## config.mk

```make
export PLATFORM = sky130hd
export DESIGN_NAME = breg_wbq
export DESIGN_NICKNAME = d
export VERILOG_FILES = /design/src/rtl/breg_wbq.sv
export SDC_FILE = /design/constraint.sdc
export NUM_CORES = 1
export LEC_CHECK = 0
export ABC_AREA = 1
export ABC_CLOCK_PERIOD_IN_PS = 6200
export BUFFER_PORTS_ARGS = -buffer_cell sky130_fd_sc_hd__buf_2
export CAP_MARGIN = 15
export CORE_MARGIN = 2
export CORE_UTILIZATION = 55
export DETAILED_ROUTE_END_ITERATION = 6
export PLACE_DENSITY_LB_ADDON = 0.15
export SYNTH_ARGS = -nofsm -noshare
export SYNTH_HDL_FRONTEND = slang
export SYNTH_SLANG_ARGS = --single-unit
```

## constraint.sdc

```tcl
create_clock -name clk -period 6.2 [get_ports clk]
set_clock_uncertainty 0.1 [all_clocks]
set_input_delay 0.62 -clock clk [delete_from_list [all_inputs] [get_ports clk]]
set_output_delay 0.62 -clock clk [all_outputs]
set_load 0.02 [all_outputs]
```

## src/rtl/breg_wbq.sv

```systemverilog
// -----------------------------------------------------------------------------
// breg_wbq : writeback queue in front of the banked register file (breg).
//
// Buffers execute-stage write requests in a DEPTH-entry circular FIFO and drains
// at most one per cycle into breg's write port, strictly in order. It also flags
// read-after-write hazards for a probe address, taking breg's low-to-high
// mirroring into account (a write to a<8 lands on both a and a+8).
//
// Ports:
//   clk, rst                 clock, asynchronous active-high reset
//   in_valid / in_ready      upstream request handshake
//   in_y, in_wa, in_wval,    request fields (mode, address, data, bit mask)
//   in_mask
//   hold                     stall draining (pushes still accepted)
//   w, y, wa, wval, mask     breg write port (head entry, zeros when empty)
//   chk_a / chk_hit          hazard probe address / pending-write indication
//   empty, count             occupancy status
// -----------------------------------------------------------------------------
`ifndef WORD
`define WORD 8
`endif

module breg_wbq #(
    parameter int DEPTH = 4
) (
    input  logic                       clk,
    input  logic                       rst,
    input  logic                       in_valid,
    output logic                       in_ready,
    input  logic                       in_y,
    input  logic [3:0]                 in_wa,
    input  logic [`WORD-1:0]           in_wval,
    input  logic [`WORD-1:0]           in_mask,
    input  logic                       hold,
    output logic                       w,
    output logic                       y,
    output logic [3:0]                 wa,
    output logic [`WORD-1:0]           wval,
    output logic [`WORD-1:0]           mask,
    input  logic [3:0]                 chk_a,
    output logic                       chk_hit,
    output logic                       empty,
    output logic [$clog2(DEPTH+1)-1:0] count
);

    localparam int W  = `WORD;
    localparam int AW = (DEPTH > 1) ? $clog2(DEPTH) : 1;
    localparam int CW = $clog2(DEPTH + 1);

    localparam logic [AW-1:0] PTR_ONE   = AW'(1);
    localparam logic [CW-1:0] CNT_ONE   = CW'(1);
    localparam logic [CW-1:0] CNT_ZERO  = CW'(0);
    localparam logic [CW-1:0] CNT_FULL  = CW'(DEPTH);

    // A pending write to 'e_wa' makes a read of 'probe' stale if it targets the
    // same register, or if it is a low register whose mirror image is 'probe'.
    // A high register is never mirrored downwards.
    function automatic logic wa_hazard(input logic [3:0] e_wa, input logic [3:0] probe);
        logic direct_v;
        logic mirror_v;
        direct_v = (e_wa == probe);
        mirror_v = (e_wa[3] == 1'b0) && ({1'b1, e_wa[2:0]} == probe);
        return direct_v || mirror_v;
    endfunction

    logic                y_mem_r    [DEPTH];
    logic [3:0]          wa_mem_r   [DEPTH];
    logic [W-1:0]        wval_mem_r [DEPTH];
    logic [W-1:0]        mask_mem_r [DEPTH];

    logic [AW-1:0]       head_r;
    logic [AW-1:0]       tail_r;
    logic [CW-1:0]       count_r;

    logic                push_s;
    logic                pop_s;
    logic                nonempty_s;
    logic                hit_s;

    assign nonempty_s = (count_r != CNT_ZERO);
    // Readiness depends only on registered occupancy, so a full queue refuses a
    // push even in a cycle where it also pops.
    assign in_ready   = (count_r < CNT_FULL);
    assign push_s     = in_valid && in_ready;
    assign pop_s      = nonempty_s && !hold;
    assign w          = pop_s;
    assign empty      = !nonempty_s;
    assign count      = count_r;
    assign chk_hit    = hit_s;

    // Entry storage: written at the tail on push; contents need no reset since
    // only slots covered by count are ever observed.
    always_ff @(posedge clk) begin
        if (push_s) begin
            y_mem_r[tail_r]    <= in_y;
            wa_mem_r[tail_r]   <= in_wa;
            wval_mem_r[tail_r] <= in_wval;
            mask_mem_r[tail_r] <= in_mask;
        end
    end

    // Pointer and occupancy state; reset discards every pending entry.
    always_ff @(posedge clk or posedge rst) begin
        if (rst) begin
            head_r  <= {AW{1'b0}};
            tail_r  <= {AW{1'b0}};
            count_r <= CNT_ZERO;
        end else begin
            if (push_s) begin
                tail_r <= tail_r + PTR_ONE;
            end
            if (pop_s) begin
                head_r <= head_r + PTR_ONE;
            end
            case ({push_s, pop_s})
                2'b10:   count_r <= count_r + CNT_ONE;
                2'b01:   count_r <= count_r - CNT_ONE;
                default: count_r <= count_r;
            endcase
        end
    end

    // breg write port: head entry is shown even under hold; all zero when empty.
    always_comb begin
        y    = 1'b0;
        wa   = 4'd0;
        wval = {W{1'b0}};
        mask = {W{1'b0}};
        if (nonempty_s) begin
            y    = y_mem_r[head_r];
            wa   = wa_mem_r[head_r];
            wval = wval_mem_r[head_r];
            mask = mask_mem_r[head_r];
        end else begin
            y    = 1'b0;
            wa   = 4'd0;
            wval = {W{1'b0}};
            mask = {W{1'b0}};
        end
    end

    // Hazard probe: a slot is live when its distance from head (mod DEPTH) is
    // below count; the head entry being issued this cycle still counts.
    always_comb begin
        logic [AW-1:0] offset_v;
        hit_s = 1'b0;
        for (int i = 0; i < DEPTH; i++) begin
            offset_v = AW'(i) - head_r;
            if ((CW'(offset_v) < count_r) && wa_hazard(wa_mem_r[i], chk_a)) begin
                hit_s = 1'b1;
            end else begin
                hit_s = hit_s;
            end
        end
    end

endmodule

```

==> results of run 1 <==
-- stage by stage --
step | hold WS (ns) | cell area, sq um | worst slack [ns]
after global placement | 0.4605 | 4425 | 3.109
after global routing | 0.09388 | 4616 | 2.406
after CTS | 0.07539 | 4616 | 2.640
after detailed placement | 0.4607 | 4425 | 3.034
final | 0.07202 | 4616 | 2.643
after floorplan | 0.3234 | 4069 | 3.825
-- report_power, final --
| group | internal [mW] | total (mW) | switching, mW |
|---|---|---|---|
| Sequential | 0.775 | 0.822 | 0.0471 |
| Clock | 0.185 | 0.387 | 0.202 |
| Combinational | 0.299 | 0.953 | 0.654 |
| Total | 1.26 | 2.16 | 0.904 |
-- final cells by class --
type	count	area (sq um)
clock inverters	6	66.31
well taps	99	123.9
repair buffers	63	332.8
clock buffers	9	123.9
flip-flops and latches	91	2698
fillers	576	2599
multi-input cells	206	1141
inverters	34	130.1
-- metal layers --
layer / up-vias / GRT usage / wire (um) / part of all wire
met5: - / 0 / 0 / 0
met4: 0 / 0.1064 / 174 / 0.023
met3: 15 / 0.03437 / 422 / 0.055
met2: 77 / 0.3283 / 3874 / 0.50
met1: 1294 / 0.2506 / 3230 / 0.42
li1: 1357 / - / - / -
-- how the worst min path moves through the flow --
| stage | startpoint | cells after the start | end |
|---|---|---|---|
| 2_1_floorplan | rst | 1 | count[0] |
| 3_3_place_gp | rst | 2 | tail_r[0] |
| 3_5_place_dp | rst | 2 | tail_r[0] |
| 4_1_cts | rst | 2 | tail_r[0] |
| 5_1_grt | rst | 2 | tail_r[0] |
| 6_report | rst | 2 | tail_r[0] |
-- Yosys cell counts --
library cell	count	area (sq um)
a21boi_1	1	7.510
o22ai_1	4	25.02
dfrtp_1	7	175.2
nor2_1	26	97.59
ha_1	9	112.6
inv_4	1	6.260
nand2_2	2	12.51
a21oi_1	4	20.02
buf_4	4	30.03
fa_1	1	20.02
nor2_4	1	11.26
inv_2	1	3.750
buf_2	16	80.08
o21ai_1	1	5.000
clkinv_1	1	3.750
xnor2_1	1	8.760
a41oi_1	19	166.4
o21ai_0	2	10.01
inv_1	31	116.4
nand3_1	80	400.4
nor3_4	1	16.27
edfxtp_1	84	2522
nand2_1	51	191.4
xor2_1	3	26.28
-- flip-flops by register name, indices dropped and copies added (netlist names) --
name / cells
wa_mem_r: 16
tail_r: 2
y_mem_r: 4
count: 3
mask_mem_r: 32
head_r: 2
wval_mem_r: 32
-- cells by family after synthesis --
logic type / synth area share
fa+ha+maj: 0.03260
buf+inv: 0.05904
compound gates: 0.05750
simple gates: 0.1793
flops: 0.6630
xor+xnor: 0.008612
-- worst max-delay path: cells and delay by family (launching register included) --
family	cells	cell delay (ns)
compound gates	1	0.13
fa+ha+maj	1	0.26
buf+inv	6	1.11
flops	1	0.36
simple gates	6	0.58
==> metrics.cfg, run 1 <==
[setup_path]
critPathArrivalTime_ns = 2.84
r2r_setup_slack_ns = 3.62
cp-start-kind = register
critical_path_class = reg2out
r2r-end = count[1]
crit_required_ns = 5.48
cpPeakStageDelay_ns = 0.56
crit_fanout = 43
cp-endpoint = chk_hit
crit_chain = buf_4 -> inv_2 -> nand2_1 -> nand2_1 -> inv_1 -> ha_1 -> inv_1 -> nor2_1 -> a21boi_1 -> nand3_1 -> nand2_1 -> inv_1 -> nand2_1 -> buf_2
r2r-start = count[2]
rr_worst_depth = 6
crit_start = head_r[0]
cp_common_cell = nand2_1
endpoint_kind = primary output
crit_path_top_delay_cell = inv_2

[global_routing]
grt_pass1_wl_um = 12300
overflow = 0
antenna_found_initial = 0
track_usage = 0.1984
grt_pass1_vias = 2594
grt_max_degree = 44

[cells_and_area]
nets = 444
drive_above_1_share = 0.2127
final_core_util = 0.6398
area_delta_synth_final_pct = 13.44
fin_cells = 508
layout_commonest_cell = edfxtp_1
final_cell_mix = edfxtp_1 (84), nand3_1 (80), buf_2 (56), nand2_1 (51), inv_1 (31)
insertedDiodeCount = 0

[clock_tree]
cts_tree = yes
clock_sinks = 91
post_cts_resize_count = 0
clockBufferDepth = 2
numCtsBuffers = 9
insertion_delay_ns = 0.35
post_cts_buffers = 0
ctsHtreeMaxLevel = 3
hold_buffers = 0
root_buffer = clkbuf_8
clk_pin_slew_worst_paths_ns = 0.09

[floorplanning]
ios = 57
fp.coreArea_sq_um = 7214
die_h_um = 90.01
dieArea_sq_um = 8102
die_width_um = 90.01
fp-row-count = 31
initial_utilization = 0.5640

[status]
status = finished, final reports clean

[route]
drt_pre_antenna_iters = 4
ant_nets = 0
vias = 2743
wl_per_cell_um = 15.16
via_per_inst = 5.400
drtIter0Drc = 157
drc = 0
routed_wl_um = 7701

[yosys]
synthesis.nets = 390
synth_area_sq_um = 4069
syn_area_per_cell_sq_um = 11.59
yosys_warnings = 0
synth.distinct_cells = 24
yosysSeqAreaShare = 0.6630
syn_inst = 351
synth-seq-cells = 91

[timing]
post-route-period-util = 0.5737
worst_pin_slew_ns = 1.065
drv_slew = 0
slew_headroom = 0.2879
hold_viol = 0
fmax_mhz = 281.1
finalSetupViolCount = 0
min_period_ns = 3.557
rsz0062_at_grt = false
tns_ns = 0

[place]
io_buffers = 56
dp.final_hpwl_um = 4711
dp_cells = 493
gp_routability_congestion = 0.8654

[power]
power.total_mw = 2.162
p_leak_nw = 1.784
power_density_nw_per_um2 = 468.5
ir_worst_vdd_v = 0.0002049

[run]
max-cap-violations = 0

[hold_path]
hold_class = in2async

Note: power is estimated with default switching activity, not from simulation.
==> run 2, diff against run 1 <==
- ABC_CLOCK_PERIOD_IN_PS: 6200 -> 3100
- CORE_UTILIZATION: 55 -> 51
- clock period: 6.2 -> 3.1 ns (I/O delays scaled with it)
==> metrics.cfg, run 2 (same netlist as run 1, synthesis figures left out) <==
[cells_and_area]
multiInputGateArea_sq_um = 1141
nets = 448
fillerInstances = 636
seq_area_sq_um = 2698
final_cell_mix = edfxtp_1 (84), nand3_1 (80), buf_2 (56), nand2_1 (51), inv_1 (31)
drive_above_1_share = 0.2198
area_delta_synth_final_pct = 14.61
stdcell_area_sq_um = 4663
top_regs = mask_mem_r: 32 flops, wval_mem_r: 32 flops, wa_mem_r: 16 flops
layout_commonest_cell = edfxtp_1

[place]
place_area_sq_um = 4452
dp.final_hpwl_um = 5096
gp_routability_congestion = 0.8075
io_buffers = 56

[power]
ir_worst_vdd_v = 0.0005443
p_leak_nw = 1.808
power_density_nw_per_um2 = 945.3

[setup_path]
crit_required_ns = 2.69
crit_fanout = 18
rr_worst_depth = 8
cp-start-kind = register
r2r-end = count[2]
critical_path_class = reg2out
r2r_setup_slack_ns = 0.98
endpoint_kind = primary output
r2r-start = count[2]
critPathArrivalTime_ns = 2.14

[floorplanning]
ios = 57
initial_utilization = 0.5266
die_h_um = 93.32
fp.coreArea_sq_um = 7727
fp-row-count = 32
die_width_um = 93.32
dieArea_sq_um = 8709

[timing]
slew_headroom = 0.7100
post-route-period-util = 0.8231
worst_pin_slew_ns = 0.4350
fmax_mhz = 391.9
drv_slew = 0
tns_ns = 0
hold_viol = 0
rsz0062_at_grt = false
min_period_ns = 2.551
finalSetupViolCount = 0

[global_routing]
track_usage = 0.2018
gr-usage-met2 = 0.3249
use_met3 = 0.04271
overflow = 0
gr-usage-met1 = 0.2664
grt_busiest_layer = met2
grt_pass1_wl_um = 13150
antenna_found_initial = 1
grt_max_degree = 42
grt_pass1_vias = 2713

[clock_tree]
numCtsBuffers = 9
post_cts_buffers = 0
clockBufferDepth = 2
ctsHtreeMaxLevel = 3
hold_buffers = 1
cts_tree = yes
root_buffer = clkbuf_8
clk_pin_slew_worst_paths_ns = 0.09
clock_sinks = 91
post_cts_resize_count = 0
insertion_delay_ns = 0.34

[hold_path]
whs_path_depth = 1
hold_start = in_wval[6]
hold_class = in2reg
holdPathEnd = wval_mem_r[0][6]

[route]
vias = 2828
via_per_inst = 5.470
drt_pre_antenna_iters = 4
ant_nets = 0
wl_per_cell_um = 16.03
routed_wl_um = 8285
drc = 0
drtIter0Drc = 176

[status]
status = finished, final reports clean

[run]
max-cap-violations = 0

[run 2: layout make-up]
type / instances / area share
Inverter: 34 / 0.02790
Clock inverter: 6 / 0.01529
Multi-Input combinational cell: 206 / 0.2447
Sequential cell: 91 / 0.5785
Timing Repair Buffer: 67 / 0.07835
Tap cell: 102 / 0.02737
Clock buffer: 10 / 0.02737
Antenna cell: 1 / 0.0005366
[run 2: through the flow]
stage                       util  total power [mW]  hold WS [ns]  instances  setup WS [ns]
after global placement    0.5761             3.618        0.1619        499         0.9712
after floorplan                -             3.081       0.01340        351         0.8487
after detailed placement  0.5761             3.653        0.1621        499         0.9378
after CTS                 0.6031             4.450       0.05196        516         0.5391
after global routing      0.6035             4.716       0.05004        517         0.3454
final                     0.6035             4.408       0.06953        517         0.5485
[run 2: per-layer routing]
layer,up-vias,part of all wire
li1,1367,-
met1,1357,0.45
met2,87,0.48
met3,17,0.043
met4,0,0.026
met5,-,0
[run 2: where the power goes]
| group | internal (mW) | switching, mW | leakage, nW |
|---|---|---|---|
| Combinational | 0.623 | 1.34 | 0.869 |
| Clock | 0.380 | 0.412 | 0.0935 |
| Sequential | 1.55 | 0.105 | 0.845 |
| Total | 2.55 | 1.85 | 1.81 |
[run 2: worst max-delay path by stage]
stage               from          endpoint  slack [ns]  cells past startpoint
2_1_floorplan   count[2]  mask_mem_r[0][0]        0.85                      3
3_5_place_dp   head_r[0]           chk_hit        0.94                     13
5_1_grt        head_r[0]           chk_hit        0.35                     13
6_report       head_r[0]           chk_hit        0.55                     13
4_1_cts        head_r[0]           chk_hit        0.54                     13
3_3_place_gp   head_r[0]           chk_hit        0.97                     13
[run 2: critical path, cell delays in order, from the launching register on]
cell and delay [ns]:
dfrtp_1 0.38, buf_4 0.25, nand2_1 0.13, nand2_1 0.12, inv_1 0.05, ha_1 0.26, inv_1 0.05, nor2_1 0.03
a21boi_1 0.14, nand3_1 0.08, nand2_1 0.06, inv_1 0.03, nand2_1 0.05, buf_2 0.15
